## config.mk

```make
export PLATFORM = sky130hd
export DESIGN_NAME = if_stage_flat
export DESIGN_NICKNAME = d
export VERILOG_FILES = /design/src/rtl/if_stage_pkg.sv /design/src/rtl/if_stage_if.sv /design/src/rtl/if_id_reg.sv /design/src/rtl/if_stage.sv /design/src/flat_wrapper.sv
export SDC_FILE = /design/constraint.sdc
export NUM_CORES = 1
export LEC_CHECK = 0
export BUFFER_PORTS_ARGS = -buffer_cell sky130_fd_sc_hd__clkbuf_2
export CORE_MARGIN = 4
export CORE_UTILIZATION = 53
export CTS_BUF_LIST = sky130_fd_sc_hd__clkbuf_4 sky130_fd_sc_hd__clkbuf_8 sky130_fd_sc_hd__clkbuf_16
export CTS_CLUSTER_SIZE = 20
export DETAILED_ROUTE_END_ITERATION = 16
export HOLD_SLACK_MARGIN = 0.1
export PLACE_DENSITY = 0.81
export SYNTH_ARGS = -nofsm -noshare
export SYNTH_HDL_FRONTEND = slang
export SYNTH_SLANG_ARGS = --single-unit
```

## constraint.sdc

```tcl
create_clock -name clk -period 4.6 [get_ports clk]
set_input_delay 0.69 -clock clk [delete_from_list [all_inputs] [get_ports clk]]
set_output_delay 0.69 -clock clk [all_outputs]
set_load 0.005 [all_outputs]
```

## src/rtl/if_stage_pkg.sv

```systemverilog
// rtl/if_stage_pkg.sv - shared pipeline types and constants for the fetch stage
package if_stage_pkg;

  typedef enum logic {
    IDLE  = 1'b0,
    FETCH = 1'b1
  } fetch_state_t;

  localparam logic [31:0] NOP       = 32'h0000_0000;
  localparam logic [31:0] RESET_PC  = 32'h0000_0000;
  localparam logic [15:0] STALL_MAX = 16'hFFFF;

  // Word offset scaled to bytes; wraps modulo 2^32.
  function automatic logic [31:0] branch_target(input logic [31:0] pc_plus4,
                                                input logic [31:0] offset);
    return pc_plus4 + (offset << 2);
  endfunction

endpackage

```

## src/rtl/if_stage_if.sv

```systemverilog
// rtl/if_stage_if.sv - instruction memory request/response bus
interface if_stage_if;

  logic        imem_req;
  logic [31:0] imem_addr;
  logic        imem_ack;
  logic [31:0] imem_rdata;

  modport master (
    output imem_req,
    output imem_addr,
    input  imem_ack,
    input  imem_rdata
  );

  modport slave (
    input  imem_req,
    input  imem_addr,
    output imem_ack,
    output imem_rdata
  );

endinterface

```

## src/rtl/if_id_reg.sv

```systemverilog
// rtl/if_id_reg.sv - IF/ID pipeline register with flush, hold and load controls
module if_id_reg
  import if_stage_pkg::*;
(
  input  logic        clk,
  input  logic        rst,
  input  logic        load,
  input  logic        flush,
  input  logic        hold,
  input  logic [31:0] inst_in,
  input  logic [31:0] pc_plus4_in,
  output logic [31:0] inst,
  output logic [31:0] pc_plus4,
  output logic        valid
);

  // Flush beats hold beats load; an unloaded, unheld cycle inserts a bubble that keeps PC+4.
  always_ff @(posedge clk or posedge rst) begin
    if (rst) begin
      inst     <= NOP;
      pc_plus4 <= RESET_PC;
      valid    <= 1'b0;
    end else if (flush) begin
      inst  <= NOP;
      valid <= 1'b0;
    end else if (!hold) begin
      if (load) begin
        inst     <= inst_in;
        pc_plus4 <= pc_plus4_in;
        valid    <= 1'b1;
      end else begin
        inst  <= NOP;
        valid <= 1'b0;
      end
    end
  end

endmodule

```

## src/rtl/if_stage.sv

```systemverilog
// rtl/if_stage.sv - instruction fetch stage: PC, fetch FSM, IF/ID register, stall counter
module if_stage
  import if_stage_pkg::*;
(
  input  logic              clk,
  input  logic              rst,
  input  logic              holdPC,
  input  logic              IF_ID_Flush,
  input  logic              isBranch,
  input  logic [31:0]       PC_offset,
  input  logic [31:0]       PC_plus4_ID_EX,
  if_stage_if.master        imem,
  output logic [31:0]       inst_IF_ID,
  output logic [31:0]       PC_plus4_IF_ID,
  output logic              valid_IF_ID,
  output logic [15:0]       stall_cycles
);

  fetch_state_t state;
  fetch_state_t state_next;
  logic [31:0]  pc;
  logic [31:0]  pc_next_seq;
  logic         req;
  logic         fetch_ok;

  assign pc_next_seq     = pc + 32'd4;
  assign fetch_ok        = req & imem.imem_ack;
  assign imem.imem_req   = req;
  assign imem.imem_addr  = pc;

  // FSM state register.
  always_ff @(posedge clk or posedge rst) begin
    if (rst) state <= IDLE;
    else     state <= state_next;
  end

  // IDLE lasts one cycle; FETCH requests only when no hazard control is active.
  always_comb begin
    state_next = state;
    req        = 1'b0;
    case (state)
      IDLE:    state_next = FETCH;
      FETCH:   req = !holdPC && !isBranch && !IF_ID_Flush;
      default: state_next = IDLE;
    endcase
  end

  // PC update: branch, then replay of a flushed IF/ID instruction, then hold, then sequential fetch.
  always_ff @(posedge clk or posedge rst) begin
    if (rst) begin
      pc <= RESET_PC;
    end else if (isBranch) begin
      pc <= branch_target(PC_plus4_ID_EX, PC_offset);
    end else if (IF_ID_Flush) begin
      if (valid_IF_ID) pc <= PC_plus4_IF_ID - 32'd4;
    end else if (fetch_ok) begin
      pc <= pc_next_seq;
    end
  end

  // Count hazard stall cycles, saturating at the top of the range.
  always_ff @(posedge clk or posedge rst) begin
    if (rst) begin
      stall_cycles <= 16'h0;
    end else if (holdPC && !isBranch && stall_cycles != STALL_MAX) begin
      stall_cycles <= stall_cycles + 16'd1;
    end
  end

  if_id_reg u_if_id (
    .clk         (clk),
    .rst         (rst),
    .load        (fetch_ok),
    .flush       (isBranch | IF_ID_Flush),
    .hold        (holdPC),
    .inst_in     (imem.imem_rdata),
    .pc_plus4_in (pc_next_seq),
    .inst        (inst_IF_ID),
    .pc_plus4    (PC_plus4_IF_ID),
    .valid       (valid_IF_ID)
  );

endmodule

```

## src/flat_wrapper.sv

```systemverilog
// flat-port wrapper written by rule: the top's interface ports become plain ports
module if_stage_flat import if_stage_pkg::*;
  (clk, rst, holdPC, IF_ID_Flush, isBranch, PC_offset, PC_plus4_ID_EX, inst_IF_ID, PC_plus4_IF_ID, valid_IF_ID, stall_cycles, imem_imem_req, imem_imem_addr, imem_imem_ack, imem_imem_rdata);
  if_stage_if imem_i ();
  input  logic clk;
  input  logic rst;
  input  logic holdPC;
  input  logic IF_ID_Flush;
  input  logic isBranch;
  input  logic [31:0] PC_offset;
  input  logic [31:0] PC_plus4_ID_EX;
  output logic [31:0] inst_IF_ID;
  output logic [31:0] PC_plus4_IF_ID;
  output logic valid_IF_ID;
  output logic [15:0] stall_cycles;
  output wire logic [$bits(imem_i.imem_req)-1:0] imem_imem_req;
  output wire logic [$bits(imem_i.imem_addr)-1:0] imem_imem_addr;
  input wire logic [$bits(imem_i.imem_ack)-1:0] imem_imem_ack;
  input wire logic [$bits(imem_i.imem_rdata)-1:0] imem_imem_rdata;
  assign imem_imem_req = imem_i.imem_req;
  assign imem_imem_addr = imem_i.imem_addr;
  assign imem_i.imem_ack = imem_imem_ack;
  assign imem_i.imem_rdata = imem_imem_rdata;
  if_stage u_core (.clk(clk), .rst(rst), .holdPC(holdPC), .IF_ID_Flush(IF_ID_Flush), .isBranch(isBranch), .PC_offset(PC_offset), .PC_plus4_ID_EX(PC_plus4_ID_EX), .imem(imem_i), .inst_IF_ID(inst_IF_ID), .PC_plus4_IF_ID(PC_plus4_IF_ID), .valid_IF_ID(valid_IF_ID), .stall_cycles(stall_cycles));
endmodule
```

* Yosys cells after proc, flatten, opt, wreduce, memory -nomap -nowiden *
Index checks and enable logic that the tools add are counted.

storage, ports and cells
  bits in registers = 114
  input bits = 102
  output and inout bits = 114

cells by class
  add/subtract/negate cells = 4
  equality and inequality tests = 3
  multiplexer cells = 11
  bitwise gates (word level) = 4
  reductions and logical operators = 10

operators with widths
  operator                                                               count
  32-bit 2-to-1 mux                                                      7
  32-bit by 3-bit adder with 32-bit output (second input constant)       1
  32-bit adder                                                           1
  32-bit by 3-bit subtractor with 32-bit output (second input constant)  1
  16-bit by 1-bit adder with 16-bit output (second input constant)       1
  16-bit != test (second input constant)                                 1
  1-bit logical AND                                                      4
  1-bit 2-to-1 mux                                                       4
  1-bit logical NOT                                                      3
  3-bit by 1-bit != test with 1-bit output (second input constant)       1
  3-bit AND reduction                                                    1
  3-bit nonzero test                                                     1
  2-bit by 1-bit != test with 1-bit output (second input constant)       1
  1-bit inverter                                                         2
  2-bit AND reduction                                                    1
  1-bit bitwise AND                                                      1
  1-bit bitwise OR                                                       1

* Depth between registers and ports, before layout *
  depth after elaboration = 8
  depth in mapped cells = 10
  gate-level depth less buffers = 10

* Cells and area by module *
Synthesis repeated with hierarchy kept, for this count alone.

unflattened totals
  cells, all modules = 835
  area, all modules = 7778.7 sq um

by module, submodules not included
  module     instances  cells each  area an instance (sq um)  sequential area each (sq um)
  if_stage   1          620         5129.9                    1226.2
  if_id_reg  1          215         2648.8                    1626.6

* Worst setup path after synthesis *
OpenSTA, ideal clock, no wires.

  path kind = in2reg
  start point = input PC_offset[0]
  end point = register u_core.pc[24], in the netlist u_core.imem.imem_addr[24]
  setup time = 0.083 ns
  arrival time = 2.996 ns
  required time = 4.517 ns
  path slack = 1.521 ns
  stages = 10
  buffers on the path = 0
  path through = ha_1 -> fa_1 -> a211oi_1 -> o21ai_2 -> o2111ai_1 -> a211oi_2 -> a311oi_2 -> o311ai_1 -> xnor2_1 -> o21ai_0

on the way
  cells in the longest elaborated chain, start to end = 2

ends and longest elaborated chain
  item                  line                RTL
  from (decl)           flat_wrapper.sv:10  input logic [31:0] PC_offset;
  32-bit adder          if_stage_pkg.sv:16  return pc_plus4 + (offset << 2);
  32-bit 2-to-1 mux     if_stage.sv:52      end else if (isBranch) begin
  to (signal assigned)  if_stage.sv:53      pc <= branch_target(PC_plus4_ID_EX, PC_offset);
  to (signal assigned)  if_stage.sv:55      if (valid_IF_ID) pc <= PC_plus4_IF_ID - 32'd4;
  to (signal assigned)  if_stage.sv:57      pc <= pc_next_seq;
  to (decl)             if_stage.sv:21      logic [31:0] pc;

No other way between the ends.
A chain may end at the register's enable or synchronous reset.

* Worst setup path after layout *
  start point = input PC_offset[0]
  end point = register u_core.pc[30], in the netlist u_core.imem.imem_addr[30]

The elaborated chain is that of the path after synthesis.

==> reports/results.txt <==
Post-layout net count: 1,159
Cell with the most instances after synthesis: dfrtp_1
Area enclosed by the die boundary: 15,900 sq um
Number of routed nets with antenna violations: 0
Post-synth net total: 962
Number of max-cap violations: 0
WP data arrival: 3.39 ns
Cells on worst reg2reg path: 9
Classification of the worst setup path: input pin to register
Diodes inserted: 0
Via count of the first global-routing pass: 6,526
Die X: 126 um
Power per cell area: 408 nW/um^2
Floorplan Core Area: 13,500 sq um
Count of warnings emitted by yosys: 0
Weighted congestion at the end of routability-driven global placement: 0.880
Number of flip-flops and latches in the synthesized netlist: 114
Peak supply drop: 0.263 mV
Total routing resource utilization after global routing: 24.9%
Initial standard-cell utilization of the core: 55.1%
Setup repair after global routing missed its margin: no
Count of cell types in the netlist: 74
Path category of the worst min-delay check: input pin to async pin
Slew at the pin closest to its max-slew limit: 1.20 ns
Starting DRC count in detailed routing: 730
Number of hold-repair buffers added at the cts stage: 0
Root buffer selected by CTS: clkbuf_16
Count of TritonRoute iterations in the first routing pass: 5
Number of enable-type register cells in the synthesized netlist: 0
Post-detailed-route DRC marker count: 0
# setup viols final: 0
Worst Setup Slack, final: 1.49 ns
Number of max-slew violations in the final report: 0
Nature of the critical path endpoint: register
H-Tree Depth: 4
Fraction of synthesized cell area taken by the top area cell type: 38.5%
DIE HEIGHT: 126 um
Average via count per standard cell: 5.80
Final number of hold-violating endpoints: 0
Setup Skew: 0.0118 ns
Global route overflow: 0
Ranking of synthesized cells by area: dfrtp_1 (38%), xnor2_1 (5.9%), ha_1 (5.4%)
Status: finished clean
Slowest-stage cell, CP: a311oi_2
Worst EP required: 4.88 ns
Biggest area consumer among synthesized cells: dfrtp_1
Worst-path maximum fanout: 6
Worst skew pair latency: 0.41 ns
Final setup TNS: 0 ns
Combined area of all synthesized cells: 7410 sq um
Cells resized by post-CTS repair: 0
Pin count of the biggest net entering global routing: 84
Top achievable clock speed: 322 MHz
Number of core rows: 42
Largest stage delay on the critical path: 0.54 ns
Clock Sinks: 114
Final routed wirelength across all metal layers: 20,400 um
List of most frequent post-synthesis cells: dfrtp_1 (114), nand2_1 (99), o21ai_0 (70)
Per-cell routed wire length: 16.8 um
Number of clock buffers inserted by TritonCTS: 17
IO Pins: 216
Number of standard cells after synthesis: 827
Sequential-to-total area share from yosys stat: 38.5%
Worst-case setup slack after placement: 1.04 ns
CTS tree: done
Period Utilization, post-route: 67.5%
Crit path cell chain: clkbuf_2, ha_1, fa_1, a211oi_1, o21ai_2, o2111ai_1, a211oi_2, a311oi_2, a31oi_1, xnor2_1, o21ai_0
HPWL reported at the end of detailed placement: 15,300 um
First-pass GRT wire length: 32,800 um
Reported leakage power: 4.41 nW
Area growth from synthesis to final layout: 23.5%
Type of element launching the critical path: input pin
Fraction of final layout cells with drive strength greater than 1: 26.3%
Synthesized area divided by synthesized cell count: 8.96 sq um
Setup repair bufs after CTS: 0
Worst-case clock buffer depth: 2
Number of antenna violations at the first check in global routing: 0
I/O Buffers: 213
Register clock-pin slew on the reported worst setup and hold paths: 0.05 ns
Shortest period the worst path allows: 3.11 ns
Remaining max-slew budget at the tightest pin: 20.2%
Total number of vias: 7,034
Fraction of registers with async set/reset: 100%
Predominant post-synthesis flop cell: dfrtp_1
==> placed cells by master (no fill, tap or decap), types with 6 or more instances in the layout <==
cell type,netlist,final
clkbuf_2,0,213
dfrtp_1,114,114
nand2_1,99,98
o21ai_0,70,70
nor2_1,61,61
xnor2_1,50,50
xor2_1,41,41
a21oi_1,40,40
a22o_1,33,33
ha_1,32,32
nand3_1,27,27
nor3_1,20,20
a21o_1,17,17
and3_1,17,17
clkbuf_16,0,17
nand4_1,14,14
inv_1,9,8
mux2i_1,8,8
o211ai_1,7,7
nor4_1,7,7
nand2b_1,7,7
buf_4,2,7
a22oi_1,6,6
a211oi_1,6,6
a31oi_1,6,6
nand3b_1,6,6
==> worst paths after layout <==
path                                                from                         to  slack, ns
worst min register to register    u_core.u_if_id.inst[8]     u_core.u_if_id.inst[8]       0.50
worst max register to register  u_core.imem.imem_addr[2]  u_core.imem.imem_addr[28]       1.88
max in group asynchronous                            rst   u_core.imem.imem_addr[2]       3.06
worst min-delay path                                 rst     u_core.stall_cycles[6]       0.50
worst max-delay path                        PC_offset[0]  u_core.imem.imem_addr[30]       1.49
min in group clk                       PC_plus4_ID_EX[1]   u_core.imem.imem_addr[1]       0.50
==> stage by stage <==
stage | power, W | area (sq um) | utilization [%] | instances | hold slack [ns]
6_report | 0.00373 | 9150 | 68.0 | 1212 | 0.495
5_1_grt | 0.00395 | 9150 | 68.0 | 1212 | 0.491
4_1_cts | 0.00375 | 9150 | 68.0 | 1212 | 0.480
3_5_place_dp | 0.00248 | 8580 | 63.8 | 1181 | 0.480
3_3_place_gp | 0.00246 | 8580 | 63.8 | 1181 | 0.479
2_1_floorplan | 0.00205 | 7410 | - | 827 | 0.462
==> sequential cells by signal, summed over array words and instances, names as in the netlist <==
register,count
u_core.imem.imem_addr,32
u_core.u_if_id.inst,32
u_core.u_if_id.pc_plus4,32
u_core.stall_cycles,16
u_core.state,1
u_core.u_if_id.valid,1
==> logic make-up after synthesis <==
logic type	Yosys count	share of synthesized area [%]
XOR/XNOR	91	10.8
AND/OR/NAND/NOR	290	19.4
other	1	0.0506
AO/OA/AOI/OAI	236	21.4
flip-flops	114	38.5
buffers and inverters	52	2.85
multiplexers	10	1.38
adder cells (fa/ha/maj)	33	5.67
==> metal layers <==
layer,vias to the layer above,share of wire [%],track usage (%)
met5,-,0,0
met4,0,2.0,7.95
met3,39,9.0,6.05
met2,350,45,38.3
met1,3230,44,35.0
li1,3415,-,-
==> area by class of cell <==
type                       count  area, sq um
fill                        1123         4300
clock inverter                 9         81.3
tap                          176          220
inverter                      10         40.0
sequential                   114         2850
multi-input combinational    661         4350
clock buffer                  22          488
timing repair buffer         220         1120
==> critical path: cells and delay by family <==
kind | cells | cell delay [ns]
buffers and inverters | 1 | 0.08
adder cells (fa/ha/maj) | 2 | 0.63
XOR/XNOR | 1 | 0.16
AO/OA/AOI/OAI | 7 | 1.82
==> report_power, final <==
group	internal (W)	total (W)	switching, W
clock network	0.000798	0.00125	0.000452
registers	0.00117	0.00143	0.000265
logic	0.000484	0.00105	0.000566
total	0.00245	0.00373	0.00128
Power figures use the tool's default switching activity.
